===== src/rtl/if_prefetch_unit.sv =====
// Instruction fetch stage: sequential PC generation, req/ack memory port, prefetch queue toward decode.
// Latency: first request one cycle after reset release; fetched entry visible on id_* one cycle after ack.
// Backpressure: a new request is issued only while a queue slot is free for it; id_ready=0 stalls fetch once full.
module if_prefetch_unit #(
  parameter int                ADDR_W     = 32,
  parameter int                DATA_W     = 32,
  parameter logic [ADDR_W-1:0] RESET_PC   = 32'h8000_0000,
  parameter int                PC_STEP    = 4,
  parameter int                FIFO_DEPTH = 4
) (
  input  logic              clk,
  input  logic              rst,
  input  logic              redirect_valid,
  input  logic [ADDR_W-1:0] redirect_pc,
  output logic              im_req,
  output logic [ADDR_W-1:0] im_addr,
  input  logic              im_ack,
  input  logic [DATA_W-1:0] im_data,
  output logic              id_valid,
  output logic [ADDR_W-1:0] id_pc,
  output logic [DATA_W-1:0] id_ins,
  input  logic              id_ready
);

  localparam int PTR_W    = $clog2(FIFO_DEPTH);
  localparam int CNT_W    = PTR_W + 1;
  localparam int STEP_LSB = $clog2(PC_STEP);

  // Redirect targets are aligned down to the fetch granule.
  localparam logic [ADDR_W-1:0] PC_MASK = ~ADDR_W'((64'd1 << STEP_LSB) - 64'd1);
  localparam logic [ADDR_W-1:0] STEP_V  = ADDR_W'(PC_STEP);
  localparam logic [CNT_W-1:0]  DEPTH_V = CNT_W'(FIFO_DEPTH);

  // IDLE: nothing outstanding. WAIT: outstanding, result kept. DRAIN: outstanding, result discarded.
  localparam logic [1:0] S_IDLE  = 2'd0;
  localparam logic [1:0] S_WAIT  = 2'd1;
  localparam logic [1:0] S_DRAIN = 2'd2;

  logic [1:0]        r_state;
  logic [ADDR_W-1:0] r_addr;
  logic [ADDR_W-1:0] r_pc;
  logic [ADDR_W-1:0] r_q_pc  [FIFO_DEPTH];
  logic [DATA_W-1:0] r_q_ins [FIFO_DEPTH];
  logic [PTR_W-1:0]  r_wptr;
  logic [PTR_W-1:0]  r_rptr;
  logic [CNT_W-1:0]  r_count;

  logic              w_req;
  logic              w_push;
  logic              w_pop;
  logic              w_free;
  logic              w_issue;
  logic [CNT_W-1:0]  w_count_next;
  logic [ADDR_W-1:0] w_redir_pc;
  logic [ADDR_W-1:0] w_pc_next;

  assign w_req    = (r_state != S_IDLE);
  assign id_valid = (r_count != '0);

  // A redirect cancels both the push of returning data and any pop in the same cycle.
  assign w_push = (r_state == S_WAIT) & im_ack & ~redirect_valid;
  assign w_pop  = id_valid & id_ready & ~redirect_valid;

  assign w_count_next = redirect_valid ? '0
                                       : r_count + CNT_W'(w_push) - CNT_W'(w_pop);

  assign w_redir_pc = redirect_pc & PC_MASK;
  assign w_pc_next  = redirect_valid ? w_redir_pc
                                     : (w_push ? r_pc + STEP_V : r_pc);

  // The port is free for a new request when nothing is outstanding or the outstanding one completes now.
  // Issuing only when a slot remains after this cycle reserves room for the single in-flight request.
  assign w_free  = ~w_req | im_ack;
  assign w_issue = w_free & (w_count_next < DEPTH_V);

  assign im_req  = w_req;
  assign im_addr = r_addr;
  assign id_pc   = r_q_pc[r_rptr];
  assign id_ins  = r_q_ins[r_rptr];

  // Fetch FSM: request issue, hold until ack, and discard of a request overtaken by a redirect.
  always_ff @(posedge clk) begin
    if (!rst) begin
      r_state <= S_IDLE;
      r_addr  <= RESET_PC;
      r_pc    <= RESET_PC;
    end else begin
      r_pc <= w_pc_next;
      if (w_free) begin
        r_state <= w_issue ? S_WAIT : S_IDLE;
        if (w_issue) begin
          r_addr <= w_pc_next;
        end
      end else if (redirect_valid) begin
        // Request still in flight: keep im_addr stable and throw its data away when it lands.
        r_state <= S_DRAIN;
      end
    end
  end

  // Queue pointers and occupancy; a redirect empties the queue.
  always_ff @(posedge clk) begin
    if (!rst || redirect_valid) begin
      r_wptr  <= '0;
      r_rptr  <= '0;
      r_count <= '0;
    end else begin
      if (w_push) begin
        r_wptr <= r_wptr + PTR_W'(1);
      end
      if (w_pop) begin
        r_rptr <= r_rptr + PTR_W'(1);
      end
      r_count <= w_count_next;
    end
  end

  // Queue storage; id_* read straight from these registers.
  always_ff @(posedge clk) begin
    if (rst && w_push) begin
      r_q_pc[r_wptr]  <= r_addr;
      r_q_ins[r_wptr] <= im_data;
    end
  end

endmodule


===== config.mk =====
export PLATFORM = sky130hd
export DESIGN_NAME = if_prefetch_unit
export DESIGN_NICKNAME = d
export VERILOG_FILES = /design/src/rtl/if_prefetch_unit.sv
export SDC_FILE = /design/constraint.sdc
export NUM_CORES = 1
export LEC_CHECK = 0
export BUFFER_PORTS_ARGS = -buffer_cell sky130_fd_sc_hd__buf_2
export CORE_UTILIZATION = 40
export DETAILED_ROUTE_END_ITERATION = 16
export SKIP_LAST_GASP = 1
export SYNTH_ARGS = -nofsm -noshare
export SYNTH_HDL_FRONTEND = slang
export SYNTH_SLANG_ARGS = --single-unit
export TNS_END_PERCENT = 30

===== constraint.sdc =====
create_clock -name clk -period 6.83 [get_ports clk]
set_clock_uncertainty 0.05 [all_clocks]
set_input_delay 1.0245 -clock clk [delete_from_list [all_inputs] [get_ports clk]]
set_output_delay 1.0245 -clock clk [all_outputs]
set_load 0.01 [all_outputs]

Word-level counts from Yosys, hierarchy flattened
Memories as Yosys holds them, arrays and structs flattened. A register that Yosys moved wholly into a read port is not among the register bits.
Cells that the tools add are included.
{"block": "op_classes", "n_lt_le_gt_ge": 1, "n_shift": 0, "div": 0, "multipliers": 0, "reduce_logical": 7, "n_eq_ne": 1, "bitwise_logic": 8, "muxes": 12, "n_addsub": 5}
{"cell": "2-to-1 mux 32 bit", "n": 2}
{"cell": "adder 32 x 3 -> 32 bit, second input constant", "n": 1}
{"cell": "2-to-1 mux 2 bit", "n": 6}
{"cell": "bitwise AND 1 bit", "n": 5}
{"cell": "adder 2 x 1 -> 2 bit, second input constant", "n": 2}
{"cell": "nonzero test 2 bit", "n": 2}
{"cell": "adder 3 x 1 -> 3 bit", "n": 1}
{"cell": "< comparator 3 bit, second input constant", "n": 1}
{"cell": "2-to-1 mux 1 bit", "n": 3}
{"cell": "2-to-1 mux 3 bit", "n": 1}
{"cell": "nonzero test 3 bit", "n": 1}
{"cell": "subtractor 3 x 1 -> 3 bit", "n": 1}
{"cell": "== test 2 x 1 -> 1 bit, second input constant", "n": 1}
{"cell": "inverter 1 bit", "n": 2}
{"cell": "AND reduction 2 bit", "n": 1}
{"cell": "logical AND 1 bit", "n": 1}
{"cell": "zero test 1 bit", "n": 1}
{"cell": "logical OR 1 bit", "n": 1}
{"cell": "bitwise OR 1 bit", "n": 1}
{"block": "totals", "ram_bits": 256, "regBits": 73, "in_bits": 69, "word_cells": 42, "latch_bits": 0, "n_memories": 2, "output_inout_bits": 98, "romBits": 0}
{"memory": "r_q_ins", "depth": 4, "word_bits": 32, "rd": 1, "rd_clocked_by_memory_dff": 1, "write_ports": 1, "line": "43", "rtl": "logic [DATA_W-1:0] r_q_ins [FIFO_DEPTH];"}
{"memory": "r_q_pc", "depth": 4, "word_bits": 32, "rd": 1, "rd_clocked_by_memory_dff": 1, "write_ports": 1, "line": "42", "rtl": "logic [ADDR_W-1:0] r_q_pc [FIFO_DEPTH];"}

Logic depth before layout (Yosys ltp)
{"block": "depth", "depth_word": 10, "ltp_mapped": 16}

Worst setup path before layout
Ideal clock, no wire load.
{"block": "synth_timing", "path_kind": "in2reg", "start": "input port redirect_valid", "end": "register r_addr[10] (netlist: im_addr[10])", "required_ns": 6.709, "path_stages": 16, "path_slack_ns": 2.685, "setup_ns": 0.071, "t_arrival_ns": 4.024, "path_cell_list": "buf_2 clkbuf_1 buf_2 buf_1 nor2_1 ha_1 inv_1 ha_1 inv_1 fa_1 xor2_1 xnor2_1 o22ai_1 clkbuf_1 nand2_1 a21oi_1"}
{"block": "synth_via", "word_cells_on_any_way": 11, "cone_classes": "2 x add/sub; 1 x order compare; 3 x mux; 4 x bitwise; 1 x reduce/logical"}
{"element": "start: declaration", "line": "13", "rtl": "input logic redirect_valid,"}
{"element": "inverter 1 bit", "line": "62", "rtl": "assign w_pop = id_valid & id_ready & ~redirect_valid;"}
{"element": "bitwise AND 1 bit", "line": "62"}
{"element": "via w_pop", "line": "50", "rtl": "logic w_pop;"}
{"element": "subtractor 3 x 1 -> 3 bit", "line": "65", "rtl": ": r_count + CNT_W'(w_push) - CNT_W'(w_pop);"}
{"element": "2-to-1 mux 3 bit", "line": "64", "rtl": "assign w_count_next = redirect_valid ? '0"}
{"element": "< comparator 3 bit", "line": "74", "rtl": "assign w_issue = w_free & (w_count_next < DEPTH_V);"}
{"element": "bitwise AND 1 bit", "line": "74"}
{"element": "AND reduction 2 bit (no line)"}
{"element": "end signal: assignment", "line": "92", "rtl": "r_addr <= w_pc_next;"}
{"element": "end: declaration", "line": "40", "rtl": "logic [ADDR_W-1:0] r_addr;"}
The timed path passes the listed nets, and every way through them passes these cells.
A chain may end at the register's enable or synchronous reset.

Worst setup path after layout
{"block": "layout_timing", "start": "input port redirect_valid", "end": "register r_addr[27] (netlist: im_addr[27])"}
{"block": "layout_via", "elab_chain_cells": 8, "word_cells_on_any_way": 11, "cone_classes": "2 x add/sub; 1 x order compare; 3 x mux; 4 x bitwise; 1 x reduce/logical"}
{"element": "inverter 1 bit", "line": "61, 62"}
{"element": "bitwise AND 1 bit", "line": "61", "rtl": "assign w_push = (r_state == S_WAIT) & im_ack & ~redirect_valid;"}
{"element": "adder 3 x 1 -> 3 bit", "line": "65"}
{"element": "subtractor 3 x 1 -> 3 bit", "line": "65"}
{"element": "2-to-1 mux 3 bit", "line": "64"}
{"element": "< comparator 3 bit", "line": "74"}
{"element": "bitwise AND 1 bit", "line": "74"}
{"element": "AND reduction 2 bit (no line)"}
Parallel ways exist; a longest one is shown, timed or not.

==> flow_metrics.tcl <==
set metrics [dict create \
    run_status "completed" \
    ctsHoldBuffers 0 \
    die-area_um2 32560 \
    drtAntennaViolNets 0 \
    htree_levels 2 \
    hold_viol_final 0 \
    p_int_uw 3406 \
    cts_root_buf "clkbuf_16" \
    clock_latency_ns 0.52 \
    dp.cells 1266 \
    antenna_cells 0 \
    firstDrtPassIters 5 \
    viasPerCell 5.408 \
    p_seq_share_pct 52.2 \
    core_area_um2 30990 \
    synth_edf_count 256 \
    globalRouteOverflowTotal 0 \
    cts_tree "yes" \
    utilization_pct 48.81 \
    vdd_ir_drop_max_mv 0.1921 \
    synth_top_cells_by_count "edfxtp_1, dfxtp_1, mux4_2, nor2_1, nand3_1" \
    place.gp.congestion 0.7834 \
    grtUsageTotal_pct 17.04 \
    slew_viol_final 0 \
    tns_ns 0 \
    worst_setup_path_start_kind "primary input" \
    antenna_found_initial 0 \
    wl_um 27450 \
    clk_pin_slew_ns 0.06 \
    cts_buffer_depth 3 \
    power.share.switching_pct 21.19 \
    fin_crit_ns 4.264 \
    powerDensity_nw_per_um2 285.7 \
    vias 7214 \
    place_hpwl_um 16370 \
    grt_pass1_vias 7221 \
    netlist_area_um2 12730 \
    drc 0 \
    die_h_um 180.4 \
    yosys-top-cells-area "edfxtp_1, dfxtp_1, mux4_2, nor2_1, nand3_1" \
    synth_top_area_share_pct 60.37 \
    num_io_pins 167 \
    worstPathArrival_ns 4.65 \
    yosysUniqueCellTypes 57 \
    drive_above_1_share_pct 32.84 \
    syn_inst 742 \
    synth_seq_cells 331 \
    final_nets 986 \
    area.growth.synth_to_final_pct 18.79 \
    drt_iter0_drc 528 \
    cts_resized 0 \
    drv_cap 0 \
    switchingPower_uw 915.7 \
    critPathRequiredTime_ns 7.22 \
    port_buffers 164 \
    synth_top_cell_by_area "edfxtp_1" \
    leakagePower_uw 0.005253 \
    seq_area_frac_synth_pct 72.16 \
    final_cells 1334 \
    async_reset_ff_share_pct 0 \
    setup_viol 0 \
    fillCellCount 2638 \
    wl_per_cell_um 20.57 \
    num_rows 64 \
    worst-setup-path-type "primary input to flop" \
    grt_setup_unrepaired "no" \
    slew_headroom_pct 30.41 \
    yosysWarnings 0 \
    cts.sinks 331 \
    numCtsBuffers 37 \
    end_kind "flop" \
    dominantRegCellSynth "edfxtp_1" \
    fmax_mhz 234.5 \
    grt_pass1_wl_um 42520 \
    initial_utilization_pct 41.09 \
    fin_crit_sh_pct 62.43 \
    critPathMaxFanout 24 \
    cts_post_setup_buffers_inserted 0 \
    dieWidth_um 180.4 \
    syn_nets 819 \
    hold_path.class "flop to flop" \
    grt_max_degree 65 \
    p_comb_share_pct 4.1 \
    syn_avg_cell_area_um2 17.16 \
    synth_most_common_cell "edfxtp_1" \
    power_frac_clock_pct 43.7 \
    worst_pin_slew_ns 1.044 \
]
-- metal layers --
metal / vias to the layer above / track usage (%) / share of wire, %
li1: 3303 / - / -
met1: 3657 / 23.35 / 45
met2: 215 / 27.92 / 48
met3: 39 / 2.971 / 4.5
met4: 0 / 4.923 / 1.9
met5: - / 0 / 0
-- cell families (layout without fill, tap and decap cells) --
logic type	after synthesis	after routing	synth area share [%]
DFF	331	331	72.16
and+or+nand+nor	174	174	7.536
AOI/OAI and AO/OA	93	93	5.070
muxes	70	70	11.82
buffers and inverters	54	250	1.749
xor gates and xnor gates	12	12	0.8254
adders and majority gates	8	8	0.8449
-- state kept, by name, indices dropped and copies added (netlist names), named ones only --
register  flops
r_rptr        2
r_q_ins     128
r_count       3
r_q_pc      128
r_wptr        2
im_addr      32
r_state       2
r_pc         32
-- power by group through the flow --
stage / logic (uW) / registers [uW] / clock network (uW)
floorplan: 93.5 / 2290 / 0
global placement: 176 / 2300 / 0
detailed placement: 178 / 2300 / 0
CTS: 180 / 2260 / 1930
global route: 194 / 2260 / 2020
finish: 177 / 2260 / 1890
-- critical path: stages --
cell      delay (ns)
buf_2           0.12
and4bb_2        0.62
inv_1           0.19
ha_1            0.31
inv_1           0.05
ha_1            0.13
inv_1           0.05
fa_1            0.37
xor2_1          0.16
xnor2_1         0.35
o22a_1          0.50
nand2_1         0.42
o31ai_1         0.34
-- worst paths after layout --
path	from	cells after the start	slack [ns]	to
max	redirect_valid	13	2.57	im_addr[27]
min	r_pc[0]	1	0.45	r_pc[0]
max reg2reg	r_state[1]	12	2.89	im_addr[27]
min reg2reg	r_pc[0]	1	0.45	r_pc[0]
-- cell type report --
| cell class | instances | area, um2 | share of cell area [%] |
|---|---|---|---|
| sequential | 331 | 9196 | 60.79 |
| tap | 396 | 495.5 | 3.275 |
| multi-input combinational | 357 | 3357 | 22.19 |
| clock buffer | 49 | 1013 | 6.700 |
| clock inverter | 19 | 146.4 | 0.9677 |
| timing repair buffer | 172 | 880.8 | 5.823 |
| inverter | 10 | 37.54 | 0.2481 |
-- through the flow --
| step | total power (uW) | instance area, um2 | hold WS, ns | worst slack, ns |
|---|---|---|---|---|
| 5_1_grt | 4476 | 15130 | 0.4879 | 2.373 |
| 4_1_cts | 4369 | 15130 | 0.4484 | 2.594 |
| 3_3_place_gp | 2474 | 13970 | 0.4346 | 2.064 |
| 3_5_place_dp | 2478 | 13970 | 0.4350 | 2.049 |
| 6_report | 4322 | 15130 | 0.4477 | 2.566 |
| 2_1_floorplan | 2385 | 12730 | 0.4124 | 2.685 |
-- cell usage in the layout (no fill, tap or decap), types with 4 or more instances in the layout --
master and count:
clkinv_1 9, nand3_1 30, nand2_1 22, and3_1 9, o31a_1 4, nor2_1 44
buf_4 8, dfxtp_1 73, mux4_2 64, clkbuf_1 10, edfxtp_1 256, buf_2 164
o22a_1 4, xnor2_1 9, o211a_1 4, a21oi_1 14, o31ai_1 18, and4_1 5
nand2b_1 7, o21ai_0 25, nor3_1 12, nor2b_1 5, and3_4 4, ha_1 7
clkbuf_16 39, clkinv_2 4, inv_1 9, nand4_1 15
(Power assumes the default switching activity.)
